==> src/rtl/noc_pkg.sv <==
// Shared mesh-router constants and types: port numbering, index and credit widths.
package noc_pkg;
    localparam int NPORT        = 5;
    localparam int CREDIT_DEPTH = 4;
    localparam int CW           = $clog2(CREDIT_DEPTH + 1);

    localparam int P_XP    = 0;
    localparam int P_XM    = 1;
    localparam int P_YM    = 2;
    localparam int P_YP    = 3;
    localparam int P_LOCAL = 4;

    typedef logic [2:0]    port_idx_t;
    typedef logic [CW-1:0] credit_t;
endpackage

==> src/rtl/wh_switch_arbiter_rr_arbiter.sv <==
// Combinational round-robin pick: first set request at or after the pointer, wrapping mod NPORT.
module rr_arbiter #(
    parameter int NPORT = noc_pkg::NPORT
) (
    input  logic [NPORT-1:0] i_req,
    input  logic [2:0]       i_ptr,
    output logic [NPORT-1:0] o_gnt,
    output logic [2:0]       o_idx,
    output logic             o_any
);
    always_comb begin
        int j;
        o_gnt = '0;
        o_idx = '0;
        o_any = 1'b0;
        j     = 0;
        for (int k = 0; k < NPORT; k++) begin
            j = int'(i_ptr) + k;
            if (j >= NPORT) j = j - NPORT;
            if (!o_any && i_req[j]) begin
                o_gnt[j] = 1'b1;
                o_idx    = 3'(j);
                o_any    = 1'b1;
            end
        end
    end
endmodule

==> src/rtl/wh_switch_arbiter.sv <==
// Wormhole switch allocator: per-output round-robin, head-to-tail output locking,
// downstream credit tracking and a sticky protocol-error flag.
module wh_switch_arbiter #(
    parameter int  NPORT        = noc_pkg::NPORT,
    parameter int  CREDIT_DEPTH = noc_pkg::CREDIT_DEPTH,
    localparam int CW           = $clog2(CREDIT_DEPTH + 1)
) (
    input  logic                clk,
    input  logic                rst,
    input  logic [NPORT-1:0]    req_valid,
    input  logic [NPORT*3-1:0]  req_port,
    input  logic [NPORT-1:0]    req_head,
    input  logic [NPORT-1:0]    req_tail,
    input  logic [NPORT-1:0]    credit_ret,
    output logic [NPORT-1:0]    gnt_in,
    output logic [NPORT-1:0]    xbar_vld,
    output logic [NPORT*3-1:0]  xbar_sel,
    output logic [NPORT-1:0]    out_locked,
    output logic [NPORT*CW-1:0] credit_cnt,
    output logic                proto_err
);
    import noc_pkg::port_idx_t;

    localparam logic [CW-1:0] CMAX = CW'(CREDIT_DEPTH);

    logic [NPORT-1:0]            r_lock;
    port_idx_t                   r_owner [NPORT];
    port_idx_t                   r_ptr   [NPORT];
    logic [CW-1:0]               r_cnt   [NPORT];
    logic                        r_err;

    logic [NPORT-1:0][2:0]       w_port;
    logic [NPORT-1:0][NPORT-1:0] w_req;
    logic [NPORT-1:0][NPORT-1:0] w_arb_gnt;
    logic [NPORT-1:0][2:0]       w_arb_idx;
    logic [NPORT-1:0]            w_arb_any;
    logic [NPORT-1:0]            w_ok;
    logic                        w_err;

    // A locked output only sees its owner's body/tail flits; an unlocked one only heads.
    always_comb begin
        w_req = '0;
        for (int o = 0; o < NPORT; o++) begin
            for (int i = 0; i < NPORT; i++) begin
                if (req_valid[i] && w_port[i] == 3'(o)) begin
                    w_req[o][i] = r_lock[o] ? (r_owner[o] == 3'(i) && !req_head[i])
                                            : req_head[i];
                end
            end
        end
    end

    genvar g;
    generate
        for (g = 0; g < NPORT; g++) begin : g_out
            assign w_port[g] = req_port[3*g +: 3];

            rr_arbiter #(.NPORT(NPORT)) u_arb (
                .i_req (w_req[g]),
                .i_ptr (r_ptr[g]),
                .o_gnt (w_arb_gnt[g]),
                .o_idx (w_arb_idx[g]),
                .o_any (w_arb_any[g])
            );

            assign w_ok[g]                  = !rst && w_arb_any[g] && (r_cnt[g] != '0);
            assign xbar_vld[g]              = w_ok[g];
            assign xbar_sel[3*g +: 3]       = w_ok[g] ? w_arb_idx[g] : 3'd0;
            assign out_locked[g]            = r_lock[g];
            assign credit_cnt[CW*g +: CW]   = r_cnt[g];
        end
    endgenerate

    always_comb begin
        gnt_in = '0;
        for (int o = 0; o < NPORT; o++) begin
            if (w_ok[o]) gnt_in = gnt_in | w_arb_gnt[o];
        end
    end

    // Offending requests are simply never candidates above; here they only raise the flag.
    always_comb begin
        w_err = 1'b0;
        for (int i = 0; i < NPORT; i++) begin
            if (req_valid[i]) begin
                if (w_port[i] >= 3'(NPORT)) begin
                    w_err = 1'b1;
                end else if (!req_head[i] &&
                             (!r_lock[w_port[i]] || r_owner[w_port[i]] != 3'(i))) begin
                    w_err = 1'b1;
                end else if (req_head[i] && r_lock[w_port[i]] &&
                             r_owner[w_port[i]] == 3'(i)) begin
                    w_err = 1'b1;
                end
            end
        end
        for (int o = 0; o < NPORT; o++) begin
            if (credit_ret[o] && !w_ok[o] && r_cnt[o] == CMAX) w_err = 1'b1;
        end
    end

    always_ff @(posedge clk or posedge rst) begin
        if (rst) begin
            r_lock <= '0;
            r_err  <= 1'b0;
            for (int o = 0; o < NPORT; o++) begin
                r_owner[o] <= '0;
                r_ptr[o]   <= '0;
                r_cnt[o]   <= CMAX;
            end
        end else begin
            r_err <= r_err | w_err;
            for (int o = 0; o < NPORT; o++) begin
                if (w_ok[o]) begin
                    r_ptr[o] <= (w_arb_idx[o] == 3'(NPORT - 1)) ? 3'd0 : w_arb_idx[o] + 3'd1;
                    if (req_head[w_arb_idx[o]] && !req_tail[w_arb_idx[o]]) begin
                        r_lock[o]  <= 1'b1;
                        r_owner[o] <= w_arb_idx[o];
                    end else if (req_tail[w_arb_idx[o]]) begin
                        r_lock[o]  <= 1'b0;
                    end
                end
                if (w_ok[o] && !credit_ret[o]) begin
                    r_cnt[o] <= r_cnt[o] - 1'b1;
                end else if (!w_ok[o] && credit_ret[o] && r_cnt[o] != CMAX) begin
                    r_cnt[o] <= r_cnt[o] + 1'b1;
                end
            end
        end
    end

    assign proto_err = r_err;
endmodule

==> config.mk <==
export PLATFORM = sky130hd
export DESIGN_NAME = wh_switch_arbiter
export DESIGN_NICKNAME = d
export VERILOG_FILES = /design/src/rtl/noc_pkg.sv /design/src/rtl/wh_switch_arbiter_rr_arbiter.sv /design/src/rtl/wh_switch_arbiter.sv
export SDC_FILE = /design/constraint.sdc
export NUM_CORES = 1
export LEC_CHECK = 0
export ABC_AREA = 1
export ABC_CLOCK_PERIOD_IN_PS = 3950
export CAP_MARGIN = 20
export CORE_UTILIZATION = 51
export CTS_BUF_LIST = sky130_fd_sc_hd__clkbuf_8
export DETAILED_ROUTE_END_ITERATION = 7
export PLACE_DENSITY = 0.77
export SLEW_MARGIN = 20
export SYNTH_ARGS = -nofsm -noshare
export SYNTH_HDL_FRONTEND = slang
export SYNTH_HIERARCHICAL = 1
export SYNTH_SLANG_ARGS = --single-unit
==> constraint.sdc <==
create_clock -name clk -period 3.95 [get_ports clk]
set_input_delay 0.395 -clock clk [delete_from_list [all_inputs] [get_ports clk]]
set_output_delay 0.395 -clock clk [all_outputs]
set_load 0.02 [all_outputs]
==> impl_metrics.tcl, run 1 <==
set metrics [dict create \
    status "finished clean" \
    final-hold-violation-count 0 \
    num-fill-cells 2166 \
    transition_at_the_pin_with_the_smallest_max_transition_slack_ns 0.537 \
    period_minus_slack_ns 3.87 \
    initial_core_util 0.522 \
    ff2ff_setup_slack_ns 0.20 \
    timing.critical_path.slowest_cell_delay_ns 0.48 \
    route.detailed.wl_per_inst_um 17.1 \
    synth_async_sr_flop_share 1.00 \
    die_h_um 160 \
    insertion_delay_ns 0.34 \
    detailedRoute.firstPassIterationCount 6 \
    netlist.top_cell.by_area "sky130_fd_sc_hd__nand2_1" \
    clock_tree.htree_level_count 2 \
    number_of_cell_rows 57 \
    met3RoutedLength_um 3910 \
    yosysTopAreaCellShare 0.184 \
    drt-met1-wl_um 21200 \
    hold_path.class "in2async" \
    placedInstanceArea_mm2 0.0158 \
    postLayoutCellArea_mm2 0.0169 \
    gr-usage-all-layers 0.369 \
    finalSetupViolCount 0 \
    number_of_global_route_vias_before_repair 15000 \
    clk_path_buf_depth 2 \
    combined_area_of_all_synthesized_cells_mm2 0.0128 \
    fin_nets 2686 \
    slew-limit-headroom 0.638 \
    synth_edf_count 0 \
    finClkSkew_ns 0.0108 \
    cell_type_of_the_slowest_stage_on_the_worst_timing_path "sky130_fd_sc_hd__dfrtp_2" \
    die_w_um 160 \
    drt_iter0_drc 1764 \
    grt_max_degree 25 \
    max_cap_violations 0 \
    clockRootBuffer "sky130_fd_sc_hd__clkbuf_8" \
    top_layer "met4" \
    postSynthRegisterBits 51 \
    ant_nets 0 \
    top_reg_cell_synth "sky130_fd_sc_hd__dfrtp_1" \
    grt_overflow 0 \
    worst_ep_required_time_ns 3.56 \
    synth.yosys.seq_area_share 0.100 \
    fp.dieArea_mm2 0.0257 \
    worst_setup_hold_path_clk_slew_ns 0.11 \
    drt-vias-per-instance 5.74 \
    rsz0062_at_grt "true" \
    arr_time_crit_path_ns 3.48 \
    critPathLaunchType "flop" \
    setup.worst_path.class "reg2out" \
    mappedNetlistNets 2314 \
    detailroute.via_count 16600 \
    path_delay_family "simple AND/OR/NAND/NOR gates" \
    maximum_frequency_from_static_timing_analysis_ghz 0.258 \
    detail_route.drc_violations 0 \
    ioPinCount 83 \
    yosysWarningCount 6 \
    numCtsBuffers 5 \
    post_synth_main_area_contributors "sky130_fd_sc_hd__nand2_1 (18%), sky130_fd_sc_hd__nand3_1 (11%), sky130_fd_sc_hd__dfrtp_1 (9.0%), sky130_fd_sc_hd__ha_1 (6.9%), sky130_fd_sc_hd__inv_1 (6.5%)" \
    finalWirelength_um 49500 \
    met2_length_um 22500 \
    weighted_congestion_reported_at_the_end_of_routability_driven_placement 1.04 \
    number_of_antenna_violations_at_the_first_check_in_global_routing 3 \
    flow.area_growth_from_synthesis_pct 32.3 \
    core_area_mm2 0.0245 \
    path_buf_inv 6 \
    post-route-period-util 0.981 \
    syn_inst 2197 \
    avgSynthCellArea_um2 5.82 \
    number_of_distinct_standard_cells_referenced_by_the_synthesized_netlist 53 \
    drive_above_1_share 0.281 \
    synth_most_common_cell "sky130_fd_sc_hd__nand2_1" \
    tritoncts "yes" \
    hpwlAfterDp_um 39500 \
    synth_commonest_cells "sky130_fd_sc_hd__nand2_1 (625), sky130_fd_sc_hd__nand3_1 (278), sky130_fd_sc_hd__inv_1 (221), sky130_fd_sc_hd__nor2_1 (217), sky130_fd_sc_hd__nand4_1 (112)" \
    slew_viol_final 0 \
    place.port_buffers 82 \
    tritoncts_num_sinks 51 \
    cp-end-kind "output port" \
    global_route_wire_length_before_repair_um 76400 \
    crit_chain "inv_4 > nand2_4 > nor4_4 > a21oi_1 > nor4_1 > buf_4 > buf_4 > buf_4 > nand3_1 > nand3_2 > nand3_2 > nand3_4 > nor2_4 > buf_4 > nand3_1 > nand3_1 > a22o_1 > a21oi_1 > nand3_1 > buf_2" \
    critical_path_peak_fanout 5 \
]
## final cells by class
class / count / area (um^2) / area share
clock inverters: 3 / 17.5 / 0.00104
well taps: 324 / 405 / 0.0240
flip-flops and latches: 51 / 1290 / 0.0766
repair buffers: 400 / 3220 / 0.191
clock buffers: 5 / 68.8 / 0.00407
multi-input cells: 1843 / 10900 / 0.642
inverters: 268 / 1030 / 0.0609
diodes: 3 / 7.51 / 0.000444
## worst paths after layout
| path | from | endpoint | cells after the start |
|---|---|---|---|
| worst min-delay path | rst | r_owner[4]$_DFFE_PP0P_ | 2 |
| worst max register to register | r_ptr[13]$_DFFE_PP0P_ | r_owner[12]$_DFFE_PP0P_ | 26 |
| min in group clk | credit_cnt[12]$_DFFE_PP0P_ | credit_cnt[12]$_DFFE_PP0P_ | 1 |
| worst max-delay path | r_owner[11]$_DFFE_PP0P_ | gnt_in[2] | 20 |
| max in group asynchronous | rst | credit_cnt[2]$_DFFE_PP1P_ | 3 |
| worst min register to register | credit_cnt[12]$_DFFE_PP0P_ | credit_cnt[12]$_DFFE_PP0P_ | 1 |
## cells by family (layout without fill, tap and decap cells)
family                     count (synthesis)  in the layout  synth area share
DFF                                       51             51             0.100
AOI/OAI and AO/OA                        261            261             0.121
xor gates and xnor gates                  25             25            0.0230
buffers and inverters                    303            676             0.102
adders and majority gates                 80             80            0.0842
and+or+nand+nor                         1469           1469             0.563
muxes                                      8              8           0.00666
other                                      0              3                 0
## routing by layer
| layer | global-route usage | vias to the layer above |
|---|---|---|
| met1 | 0.499 | 7634 |
| met4 | 0.137 | 0 |
| met3 | 0.0442 | 123 |
| li1 | - | 8109 |
| met5 | 0 | - |
| met2 | 0.602 | 771 |
## metrics by stage
step	utilization	TNS [ns]	hold WS (ns)	cells	setup slack (ns)
floorplan	-	0	0.467	2197	0.324
global placement	0.646	-10.71	0.491	2844	-0.623
detailed placement	0.646	-10.88	0.498	2844	-0.601
CTS	0.656	-0.0312	0.476	2859	-0.0312
global route	0.691	-0.394	0.504	2897	-0.145
finish	0.691	0	0.516	2897	0.0770
## registers in the layout, indices dropped and copies added (netlist names)
name and flops:
out_locked 5, r_ptr 15, proto_err 1, credit_cnt 15, r_owner 15
## timing repair
item	CTS	global route
gates resized for setup	81	194
hold buffers	0	0
gates cloned	0	1
pin swaps	3	59
buffers inserted	7	34
setup endpoints to repair	33	50
## layout by cell type (no fill, tap or decap), types with 6 or more instances in the layout
cell and n:
sky130_fd_sc_hd__nand2_1 590, sky130_fd_sc_hd__buf_4 310, sky130_fd_sc_hd__nand3_1 261, sky130_fd_sc_hd__inv_1 211, sky130_fd_sc_hd__nor2_1 194, sky130_fd_sc_hd__nand4_1 112
sky130_fd_sc_hd__nand2_2 84, sky130_fd_sc_hd__o21ai_0 79, sky130_fd_sc_hd__a21oi_1 67, sky130_fd_sc_hd__clkdlybuf4s50_1 54, sky130_fd_sc_hd__ha_1 51, sky130_fd_sc_hd__inv_2 47
sky130_fd_sc_hd__nand3_2 46, sky130_fd_sc_hd__nor3_1 40, sky130_fd_sc_hd__o21ai_1 38, sky130_fd_sc_hd__dfrtp_1 37, sky130_fd_sc_hd__nor2_2 36, sky130_fd_sc_hd__nand2_4 27
sky130_fd_sc_hd__nor2_4 27, sky130_fd_sc_hd__nand3_4 18, sky130_fd_sc_hd__xor2_1 16, sky130_fd_sc_hd__nor4_1 13, sky130_fd_sc_hd__a31oi_1 10, sky130_fd_sc_hd__fa_1 10
sky130_fd_sc_hd__o21ai_2 10, sky130_fd_sc_hd__ha_2 10, sky130_fd_sc_hd__clkbuf_2 10, sky130_fd_sc_hd__nand3b_1 9, sky130_fd_sc_hd__ha_4 9, sky130_fd_sc_hd__dfrtp_2 9
sky130_fd_sc_hd__a21oi_4 8, sky130_fd_sc_hd__buf_6 8, sky130_fd_sc_hd__dlygate4sd2_1 8, sky130_fd_sc_hd__inv_4 7, sky130_fd_sc_hd__a21oi_2 6, sky130_fd_sc_hd__o22ai_1 6
sky130_fd_sc_hd__o21a_1 6
Power of run 1 is not shown: default switching activity piles up to over one toggle a cycle in this logic, so the estimate is an artifact.
==> run 2: changes to the inputs <==
- ABC_CLOCK_PERIOD_IN_PS: 3950 -> not set
- clock period: 3.95 -> 3.8 ns (I/O delays scaled with it)
==> run 2 against run 1 <==
The run now ends with setup timing left. Utilization increased by 3.6 points. Via count increased by 2.1%. Sequential share of layout area decreased by 0.37 points. Critical path type unchanged. Largest cell class unchanged. Highest routed layer unchanged.
==> impl_metrics.tcl, run 2 (synthesized netlist as in run 1, its figures left out) <==
set metrics [dict create \
    number_of_cell_rows 57 \
    clk_path_buf_depth 2 \
    detail_route.drc_violations 0 \
    clock_tree.htree_level_count 2 \
    path_buf_inv 6 \
    final-hold-violation-count 0 \
    setup.worst_path.class "reg2out" \
    finalWirelength_um 51100 \
    finClkSkew_ns 0.0216 \
    drive_above_1_share 0.332 \
    initial_core_util 0.522 \
    worst_ep_required_time_ns 3.42 \
    path_delay_family "simple AND/OR/NAND/NOR gates" \
    period_minus_slack_ns 3.81 \
    critical_path_peak_fanout 9 \
    grt_overflow 0 \
    layout_setup_ws_ns -0.00747 \
    status "complete, but fails checks" \
    cts-hold-fix-buffers 0 \
    max_cap_violations 0 \
    core_area_mm2 0.0245 \
    ioPinCount 83 \
    arr_time_crit_path_ns 3.43 \
    route.detailed.wl_per_inst_um 17.3 \
    detailedRoute.firstPassIterationCount 8 \
    crit_chain "inv_2 > ha_4 > inv_1 > ha_2 > nor2_1 > a21oi_2 > buf_4 > nor2_2 > nand2_1 > nand3_4 > buf_12 > clkinvlp_4 > nand3_1 > o21ai_0 > a21oi_1 > nand3_1 > a22o_4 > a21oi_2 > nand3_2 > buf_6" \
    number_of_antenna_violations_at_the_first_check_in_global_routing 1 \
    finalSetupViolCount 1 \
    flow.area_growth_from_synthesis_pct 39.2 \
    cell_type_of_the_slowest_stage_on_the_worst_timing_path "sky130_fd_sc_hd__dfrtp_1" \
    numCtsBuffers 5 \
    mostFrequentLayoutCell "sky130_fd_sc_hd__nand2_1" \
    detailedPlace.worstSlack_ns -0.408 \
    detailroute.via_count 17000 \
    failed_checks "setup timing" \
    rsz0062_at_grt "true" \
    cp-end-kind "output port" \
    slew-limit-headroom 0.684 \
    insertion_delay_ns 0.35 \
    number_of_global_route_vias_before_repair 15200 \
    critPathLaunchType "flop" \
    fin_nets 2755 \
    ant_nets 0 \
    tritoncts "yes" \
    drt_iter0_drc 1769 \
    most-common-layout-cells "sky130_fd_sc_hd__nand2_1 (571), sky130_fd_sc_hd__buf_4 (369), sky130_fd_sc_hd__nand3_1 (236), sky130_fd_sc_hd__inv_1 (198), sky130_fd_sc_hd__nor2_1 (189)" \
    fin_hold_ws_ns 0.529 \
    die_h_um 160 \
    setup-tns-final_ns -0.00747 \
    postLayoutCellArea_mm2 0.0178 \
    slew_viol_final 0 \
    post-route-period-util 1.00 \
    transition_at_the_pin_with_the_smallest_max_transition_slack_ns 0.473 \
    num-fill-cells 2113 \
    hpwlAfterDp_um 39900 \
    grt_max_degree 24 \
    die_w_um 160 \
    placedInstanceArea_mm2 0.0162 \
    maximum_frequency_from_static_timing_analysis_ghz 0.263 \
    global_route_wire_length_before_repair_um 76600 \
    timing.critical_path.slowest_cell_delay_ns 0.41 \
    worst_setup_hold_path_clk_slew_ns 0.12 \
    weighted_congestion_reported_at_the_end_of_routability_driven_placement 1.05 \
    drt-vias-per-instance 5.73 \
    fp.dieArea_mm2 0.0257 \
    hold_path.class "in2async" \
    tritoncts_num_sinks 51 \
    clockRootBuffer "sky130_fd_sc_hd__clkbuf_8" \
    gr-usage-all-layers 0.370 \
    place.port_buffers 82 \
]
-- run 2: worst paths after layout --
path,startpoint,to,slack (ns),cells past startpoint
max in group asynchronous,rst,credit_cnt[2]$_DFFE_PP1P_,2.49,3
min,rst,r_owner[4]$_DFFE_PP0P_,0.53,2
max reg2reg,r_ptr[7]$_DFFE_PP0P_,credit_cnt[8]$_DFFE_PP1P_,0.13,21
min reg2reg,credit_cnt[9]$_DFFE_PP0P_,credit_cnt[9]$_DFFE_PP0P_,0.54,1
max,r_ptr[12]$_DFFE_PP0P_,gnt_in[4],-0.007,20
min in group clk,credit_cnt[9]$_DFFE_PP0P_,credit_cnt[9]$_DFFE_PP0P_,0.54,1
-- run 2: metrics by stage --
step,util,std cells
detailed placement,0.661,2893
finish,0.727,2964
floorplan,-,2197
global placement,0.661,2893
global route,0.727,2964
CTS,0.669,2906
-- run 2: area by class of cell --
class                           count  area [um^2]  share of cell area
Tap cell                          324          405              0.0228
Timing Repair Buffer              468         3760               0.212
Clock buffer                        5         68.8             0.00387
Clock inverter                      3         17.5            0.000985
Sequential cell                    51         1290              0.0728
Multi-Input combinational cell   1844        11200               0.629
Antenna cell                        1         2.50            0.000141
Inverter                          268         1050              0.0590
-- run 2: repair_timing --
| item | CTS | global route |
|---|---|---|
| gates resized for setup | 100 | 308 |
| setup buffers | 5 | 56 |
| gates cloned | 0 | 2 |
| hold endpoints to repair | 0 | 0 |
| pin swaps | 7 | 84 |
| endpoints found under the setup margin | 25 | 57 |
-- run 2: per-layer routing --
layer  vias up  global-route usage  wire (um)
met1      7821               0.479      21400
met4         0               0.135       2060
met3       144              0.0506       3740
li1       8238                   -          -
met2       776               0.625      23900
met5         -                   0          0
Power of run 2 is left out for the same reason.
